<file path="config.mk">
export PLATFORM = sky130hd
export DESIGN_NAME = osd_spi_ctrl
export DESIGN_NICKNAME = d
export VERILOG_FILES = /design/src/rtl/osd_pkg.sv /design/src/rtl/osd_spi_shifter.sv /design/src/rtl/osd_spi_ctrl.sv
export SDC_FILE = /design/constraint.sdc
export NUM_CORES = 1
export LEC_CHECK = 0
export ABC_AREA = 1
export CAP_MARGIN = 25
export CORE_UTILIZATION = 40
export DETAILED_ROUTE_END_ITERATION = 8
export GPL_TIMING_DRIVEN = 0
export PLACE_DENSITY = 0.74
export SLEW_MARGIN = 0
export SYNTH_ARGS = -nofsm -noshare
export SYNTH_HDL_FRONTEND = slang
export SYNTH_SLANG_ARGS = --single-unit
</file>
<file path="constraint.sdc">
create_clock -name clk_sys -period 1.46 [get_ports clk_sys]
set_clock_uncertainty 0.05 [all_clocks]
set_input_delay 0.438 -clock clk_sys [delete_from_list [all_inputs] [get_ports clk_sys]]
set_output_delay 0.438 -clock clk_sys [all_outputs]
set_load 0.01 [all_outputs]
</file>
<file path="src/rtl/osd_pkg.sv">
// Shared opcodes, OSD command bytes and controller state encoding
// for the local OSD SPI command sequencer.
package osd_pkg;

    localparam logic [1:0] OSD_OP_DISABLE = 2'd0;
    localparam logic [1:0] OSD_OP_ENABLE  = 2'd1;
    localparam logic [1:0] OSD_OP_WRITE   = 2'd2;
    localparam logic [1:0] OSD_OP_NOP     = 2'd3;

    localparam logic [7:0] OSD_CMD_DISABLE    = 8'h40;
    localparam logic [7:0] OSD_CMD_ENABLE     = 8'h41;
    localparam logic [7:0] OSD_CMD_WRITE_BASE = 8'h20;

    localparam int OSD_LINES      = 8;
    localparam int OSD_LINE_BYTES = 256;

    typedef enum logic [2:0] {
        ST_IDLE,
        ST_SELECT,
        ST_SHIFT,
        ST_FETCH,
        ST_LOAD,
        ST_DESELECT,
        ST_DONE
    } osd_state_e;

    function automatic logic [7:0] osd_cmd_byte(
        input logic [1:0] op,
        input logic [2:0] line
    );
        logic [7:0] b;
        case (op)
            OSD_OP_DISABLE: b = OSD_CMD_DISABLE;
            OSD_OP_ENABLE:  b = OSD_CMD_ENABLE;
            default:        b = OSD_CMD_WRITE_BASE | {5'b00000, line};
        endcase
        return b;
    endfunction

endpackage

</file>
<file path="src/rtl/osd_spi_shifter.sv">
// Half-period tick divider and 8-bit MSB-first SPI shifter.
// A started byte runs 8 low/high SCK pairs and flags the last high phase.
module osd_spi_shifter #(
    parameter int CLK_DIV = 2
) (
    input  logic       clk_sys,
    input  logic       reset_n,
    input  logic       load,
    input  logic [7:0] load_data,
    input  logic       start,
    input  logic       hold,
    output logic       tick,
    output logic       sck,
    output logic       di,
    output logic       byte_done
);

    localparam logic [7:0] RELOAD = 8'(CLK_DIV - 1);

    logic [7:0] div_cnt;
    logic [7:0] sr;
    logic [2:0] bit_cnt;
    logic       active;
    logic       phase;

    assign tick      = (div_cnt == 8'd0);
    assign sck       = active & phase;
    assign di        = sr[7];
    assign byte_done = active & phase & tick & (bit_cnt == 3'd7);

    always_ff @(posedge clk_sys or negedge reset_n) begin
        if (!reset_n) begin
            div_cnt <= RELOAD;
            sr      <= 8'h00;
            bit_cnt <= 3'd0;
            active  <= 1'b0;
            phase   <= 1'b0;
        end else begin
            if (start) begin
                active  <= 1'b1;
                phase   <= 1'b0;
                bit_cnt <= 3'd0;
                div_cnt <= RELOAD;
            end else if (active || hold) begin
                if (tick) begin
                    div_cnt <= RELOAD;
                    if (active) begin
                        if (!phase) begin
                            phase <= 1'b1;
                        end else begin
                            // falling edge: next bit appears while SCK is low
                            phase   <= 1'b0;
                            bit_cnt <= bit_cnt + 3'd1;
                            sr      <= {sr[6:0], 1'b0};
                            if (bit_cnt == 3'd7)
                                active <= 1'b0;
                        end
                    end
                end else begin
                    div_cnt <= div_cnt - 8'd1;
                end
            end else begin
                div_cnt <= RELOAD;
            end
            if (load)
                sr <= load_data;
        end
    end

endmodule

</file>
<file path="src/rtl/osd_spi_ctrl.sv">
// Local SPI master sequencing OSD enable/disable and full-line writes,
// with line bytes fetched from a 1-cycle-latency menu RAM port.
module osd_spi_ctrl
    import osd_pkg::*;
#(
    parameter int CLK_DIV    = 2,
    parameter int LINE_BYTES = OSD_LINE_BYTES
) (
    input  logic        clk_sys,
    input  logic        reset_n,
    input  logic        cmd_valid,
    output logic        cmd_ready,
    input  logic [1:0]  cmd_op,
    input  logic [2:0]  cmd_line,
    output logic        rd_en,
    output logic [10:0] rd_addr,
    input  logic [7:0]  rd_data,
    output logic        busy,
    output logic        done,
    output logic        SPI_SCK,
    output logic        SPI_SS3,
    output logic        SPI_DI
);

    osd_state_e state_q, state_d;
    logic [1:0] op_q;
    logic [2:0] line_q;
    logic [8:0] byte_cnt;
    logic       half_q;

    logic       sh_load;
    logic [7:0] sh_data;
    logic       sh_start;
    logic       sh_hold;
    logic       tick;
    logic       byte_done;

    osd_spi_shifter #(
        .CLK_DIV (CLK_DIV)
    ) u_shifter (
        .clk_sys   (clk_sys),
        .reset_n   (reset_n),
        .load      (sh_load),
        .load_data (sh_data),
        .start     (sh_start),
        .hold      (sh_hold),
        .tick      (tick),
        .sck       (SPI_SCK),
        .di        (SPI_DI),
        .byte_done (byte_done)
    );

    always_comb begin
        state_d  = state_q;
        sh_load  = 1'b0;
        sh_data  = 8'h00;
        sh_start = 1'b0;
        sh_hold  = 1'b0;
        unique case (state_q)
            ST_IDLE: begin
                if (cmd_valid) begin
                    if (cmd_op == OSD_OP_NOP) begin
                        state_d = ST_DONE;
                    end else begin
                        sh_load = 1'b1;
                        sh_data = osd_cmd_byte(cmd_op, cmd_line);
                        state_d = ST_SELECT;
                    end
                end
            end
            ST_SELECT: begin
                sh_hold = 1'b1;
                if (tick) begin
                    sh_start = 1'b1;
                    state_d  = ST_SHIFT;
                end
            end
            ST_SHIFT: begin
                if (byte_done) begin
                    if (op_q == OSD_OP_WRITE &&
                        byte_cnt != 9'(LINE_BYTES))
                        state_d = ST_FETCH;
                    else
                        state_d = ST_DESELECT;
                end
            end
            ST_FETCH: begin
                state_d = ST_LOAD;
            end
            ST_LOAD: begin
                sh_load  = 1'b1;
                sh_data  = rd_data;
                sh_start = 1'b1;
                state_d  = ST_SHIFT;
            end
            ST_DESELECT: begin
                sh_hold = 1'b1;
                if (tick && half_q)
                    state_d = ST_DONE;
            end
            ST_DONE: begin
                state_d = ST_IDLE;
            end
            default: begin
                state_d = ST_IDLE;
            end
        endcase
    end

    always_ff @(posedge clk_sys or negedge reset_n) begin
        if (!reset_n) begin
            state_q  <= ST_IDLE;
            op_q     <= OSD_OP_DISABLE;
            line_q   <= 3'd0;
            byte_cnt <= 9'd0;
            half_q   <= 1'b0;
        end else begin
            state_q <= state_d;
            if (state_q == ST_IDLE && cmd_valid) begin
                op_q     <= cmd_op;
                line_q   <= cmd_line;
                byte_cnt <= 9'd0;
            end
            if (state_q == ST_LOAD)
                byte_cnt <= byte_cnt + 9'd1;
            // two ticks of deselect give a full bit time with SS3 high
            if (state_q == ST_DESELECT) begin
                if (tick)
                    half_q <= 1'b1;
            end else begin
                half_q <= 1'b0;
            end
        end
    end

    assign cmd_ready = (state_q == ST_IDLE);
    assign busy      = ~cmd_ready;
    assign done      = (state_q == ST_DONE);
    assign rd_en     = (state_q == ST_FETCH);
    assign rd_addr   = {line_q, byte_cnt[7:0]};
    assign SPI_SS3   = !(state_q == ST_SELECT || state_q == ST_SHIFT ||
                         state_q == ST_FETCH  || state_q == ST_LOAD);

endmodule

</file>
# Word level (Yosys, flattened, before mapping)
# Cells that the tools add are included.
dict set report classes {
  add_sub_neg 3
  eq_ne 17
  muxes 46
  n_bitwise 4
  n_reduce_logical 26
}
# op count
set ops {}
lappend ops {{two-way mux 8 bit} 9}
lappend ops {{two-way mux 3 bit} 11}
lappend ops {{two-way mux 9 bit} 2}
lappend ops {{one-hot mux 3 bit (6 select lines)} 1}
lappend ops {{nonzero test 2 bit} 9}
lappend ops {{two-way mux 1 bit} 17}
lappend ops {{one-hot mux 8 bit (2 select lines)} 1}
lappend ops {{two-way mux 7 bit} 2}
lappend ops {{one-hot mux 7 bit (2 select lines)} 1}
lappend ops {{equality test 3 bit, second input constant} 4}
lappend ops {{!= test 2 bit, second input constant} 6}
lappend ops {{adder 9 x 1 -> 9 bit, second input constant} 1}
lappend ops {{!= test 9 bit, second input constant} 1}
lappend ops {{logical NOT 8 bit} 1}
lappend ops {{AND reduction 4 bit} 2}
lappend ops {{subtractor 8 x 1 -> 8 bit, second input constant} 1}
lappend ops {{equality test 3 x 2 -> 1 bit, second input constant} 2}
lappend ops {{AND reduction 5 bit} 1}
lappend ops {{equality test 2 bit, second input constant} 2}
lappend ops {{logical OR 1 bit} 4}
lappend ops {{one-hot mux 1 bit (2 select lines)} 2}
lappend ops {{adder 3 x 1 -> 3 bit, second input constant} 1}
lappend ops {{bitwise AND 1 bit} 3}
lappend ops {{equality test 3 x 1 -> 1 bit, second input constant} 1}
lappend ops {{9 further kinds} 11}
dict set report word_totals {
  register_bits 39
  inputBits 16
  output_inout_bits 18
  word_cells 106
}

# Longest topological paths before layout
dict set report logic_depth {
  ltp_word 7
  ltp_mapped 10
  mapped_depth_nobuf 10
}

# Cells and area by module
# A second synthesis with hierarchy kept.
dict set report hier_totals {
  hier_cells 326
  hier_area_um2 2443.6
}
# module instances cells_each area_per_inst_um2 seq_area_each_um2
set by_module_without_submodules {}
lappend by_module_without_submodules {osd_spi_shifter 1 149 1223.7 526.8}
lappend by_module_without_submodules {osd_spi_ctrl 1 177 1219.9 450.4}

# Worst setup path after synthesis
# No wires, ideal clock.
dict set report synth_path {
  kind {register to output}
  start {reg state_q[1]}
  end {out SPI_SS3}
  t_arrival_ns 1.076
  required_ns 0.972
  path_slack_ns -0.104
  path_stages_with_launch 7
  path_buffers 2
  cell_sequence {dfrtp_1 -> nor2_4 -> nand2_4 -> buf_6 -> inv_2 -> buf_6 -> nor2_1}
}
dict set report synth_via {
  elab_chain_cells 5
  elab_cells_between_ends 8
  cone_classes {eq/ne (4); reduce/logical (4)}
}
# item line_no
set synth_lines {}
lappend synth_lines {{start, declared} osd_spi_ctrl.sv:25} ;# osd_state_e state_q, state_d;
lappend synth_lines {{start signal, assigned} osd_spi_ctrl.sv:118} ;# state_q <= state_d;
lappend synth_lines {{equality test 3 x 1 -> 1 bit / equality test 3 x 2 -> 1 bit (equally long branches)} osd_spi_ctrl.sv:141} ;# assign SPI_SS3 = !(state_q == ST_SELECT || state_q == ST_SHIFT ||
lappend synth_lines {{logical OR 1 bit (2 in a row)} osd_spi_ctrl.sv:141}
lappend synth_lines {{logical OR 1 bit *} osd_spi_ctrl.sv:142} ;# state_q == ST_FETCH || state_q == ST_LOAD);
lappend synth_lines {{logical NOT 1 bit *} osd_spi_ctrl.sv:141}
lappend synth_lines {{end, declared} osd_spi_ctrl.sv:21} ;# output logic SPI_SS3,
# Mark *: on every way between the ends. The rest lies on a longest branch, timed or not.

# Worst setup path after layout
dict set report layout_path {
  start {reg state_q[0]}
  end {out SPI_SS3}
}
# Same word-level chain as after synthesis.

==> flow_summary.yaml <==
sta:
  period_minus_slack_ns: 1.794
  fin_ws_ns: -0.3335
  tns_ns: -3.422
  finalHoldViolations: 0
  final_max_slew_viol_count: 0
  rsz0062_at_grt: "true"
  tightest_slew_ns: 0.8709
  finalCritPeriodShare_pct: 122.8
  fmax_mhz: 557.6
  relSlewSlack_pct: 41.94
  setup-violations-final: 29
outcome:
  violations: "setup timing"
  outcome: "complete, but fails checks"
cells_and_area:
  finalNonFillerCells: 444
  drive_gt1_share_pct: 43.58
  fin_nets: 395
  mostFrequentLayoutCell: "nand2_1"
  n_antenna_cell: 0
  final_cell_mix: "nand2_1 (63), buf_4 (44), dfrtp_1 (35)"
  area_growth_pct: 57.49
synthesis:
  postSynthAreaPerCell_um2: 7.886
  ys_seq_elements: 39
  syn_nets: 306
  synth_area_um2: 2240
  synth_cells: 284
  synth_warnings: 0
  yosysUniqueCellTypes: 31
  ys_seq_area_share_pct: 43.63
pwr:
  p_per_area_nw_per_um2: 2028
  finalPower_mw: 7.152
  p_leak_nw: 1.737
  irDropWorstVdd_mv: 1.124
route:
  routed_wl_um: 6500
  via_count: 2259
  wl_per_cell_um: 14.64
  wl_met3_um: 355
  highest_layer: "met4"
  drt_pass1_iterations: 4
  antenna_left: 0
  drtIter0Drc: 106
  drt-met1-wl_um: 2541
  vias_per_cell: 5.088
  drc_errors: 0
  wl_met2_um: 3420
cts:
  cts.sinks: 39
  insertion_delay_ns: 0.31
  cts.clk_slew.worst_paths_ns: 0.09
  h-tree-depth: 2
  cts_buffer_depth: 2
  cts_root_buf: "clkbuf_8"
  cts_buffers: 5
  cts_tree: "yes"
critical_path:
  r2r_setup_slack_ns: -0.16
  required_ns: 0.97
  max_stage_delay_ns: 0.44
  slowest_stage: "dfrtp_2"
  crit_chain: "nor2_4, nand2_4, buf_8, inv_8, nor2_4, buf_6"
  crit_path_end_kind: "primary output"
  reg2reg_to: "u_shifter.sr[4]"
  arrival_ns: 1.31
  cp_max_fo: 2
  crit_path_start_kind: "register"
  cpMostUsedCell: "nor2_4"
  r2r-start: "state_q[0]"
  worstRegToRegCells: 12
  path_class: "register to primary output"
global_route:
  grt_antenna_before_repair: 0
  grt_pass1_vias: 1978
  grt_max_degree: 40
  grt_overflow: 0
  track_usage_pct: 19.05
  grt_pass1_wl_um: 8907
floorplanning:
  die_area_um2: 5902
  chipWidth_um: 76.83
  row_count: 26
  initial_utilization_pct: 42.76
  core_area_um2: 5238
  ioPinCount: 34
  die_y_um: 76.83
placement:
  numPortBuffers: 33
  place.gp.congestion: 0.9160
  dp_cells: 387
  dp_hpwl_um: 3357
worst_hold_path:
  min_path_type: "input pin to asynchronous set/reset pin"
job:
  max-cap-violations: 0
cell usage after synthesis, drive strengths merged:
cell type / instances / area (um2)
nand2: 83 / 341.6
nor2: 41 / 195.2
dfrtp: 38 / 950.9
inv: 36 / 137.6
nand3: 21 / 105.1
o21ai: 12 / 60.05
buf: 10 / 82.58
a21oi: 8 / 40.04
ha: 6 / 75.07
xor2: 6 / 52.55
nand4: 5 / 46.29
o22ai: 4 / 25.02
nor3: 3 / 15.01
o21a: 3 / 22.52
xnor2: 2 / 17.52
a22oi: 1 / 7.510
a2bb2oi: 1 / 8.760
dfstp: 1 / 26.28
mux2i: 1 / 10.01
nand3b: 1 / 7.510
o211ai: 1 / 12.51
worst max-delay path by stage:
| stage | from | to | slack [ns] |
|---|---|---|---|
| after floorplan | state_q[0] | SPI_SS3 | -0.08 |
| after global placement | reset_n | byte_cnt[4] | -1.08 |
| after detailed placement | state_q[0] | SPI_SS3 | -0.66 |
| after CTS | state_q[1] | SPI_SS3 | -0.38 |
| after global routing | state_q[0] | SPI_SS3 | -0.37 |
| final | state_q[0] | SPI_SS3 | -0.33 |
logic make-up (layout without fill, tap and decap cells):
family / count (synthesis) / count (layout) / synth area share (%)
mux: 1 / 1 / 0.4469
xor+xnor: 8 / 8 / 3.129
fa+ha+maj: 6 / 6 / 3.352
flops: 39 / 39 / 43.63
buf+inv: 46 / 135 / 9.832
simple gates: 154 / 155 / 31.73
compound gates: 30 / 30 / 7.877
area by class of cell:
type | count | area [um2]
Buffer | 9 | 78.83
Clock buffer | 5 | 68.82
Clock inverter | 3 | 47.55
Fill cell | 393 | 1710
Inverter | 36 | 165.2
Multi-Input combinational cell | 200 | 1364
Sequential cell | 39 | 980.9
Tap cell | 70 | 87.58
Timing Repair Buffer | 81 | 725.7
Timing Repair inverter | 1 | 8.758
registers in the layout, summed over array words and instances (netlist names):
name               count
half_q                 1
state_q                3
u_shifter.div_cnt      8
u_shifter.sr           8
line_q                 3
u_shifter.active       1
u_shifter.bit_cnt      3
op_q                   2
u_shifter.phase        1
byte_cnt               9
critical path: cells and delay by family, from the launching register on:
family | cells | cell delay (ns)
buffers and inverters | 3 | 0.30
DFF | 1 | 0.44
and+or+nand+nor | 3 | 0.26
what timing repair did:
action	4_1_cts	5_1_grt
endpoints found under the setup margin	41	42
pin swaps	17	35
gates resized for setup	119	62
setup buffers	27	22
gates cloned	2	0
hold buffers	0	0
per-stage QoR:
stage / utilization (%) / area (um2) / setup WS [ns] / hold slack (ns)
5_1_grt: 67.34 / 3527 / -0.3735 / 0.2601
3_5_place_dp: 50.84 / 2663 / -0.6583 / 0.3916
4_1_cts: 60.06 / 3146 / -0.3760 / 0.2186
3_3_place_gp: 50.93 / 2668 / -1.077 / 0.3881
6_report: 67.34 / 3527 / -0.3335 / 0.1957
2_1_floorplan: - / 2250 / -0.08267 / 0.09241
metal layers:
metal / vias up / GRT usage, %
met5: - / 0
met4: 0 / 8.077
met3: 21 / 4.405
met2: 88 / 32.23
met1: 1076 / 23.10
li1: 1074 / -
power by group:
| part | leakage (nW) | total, mW | internal (mW) | switching [mW] |
|---|---|---|---|---|
| Clock | 0.0587 | 0.946 | 0.518 | 0.428 |
| Sequential | 0.495 | 1.78 | 1.49 | 0.294 |
| Combinational | 1.18 | 4.42 | 2.02 | 2.40 |
| Total | 1.74 | 7.15 | 4.03 | 3.12 |
Power figures use the tool's default switching activity.
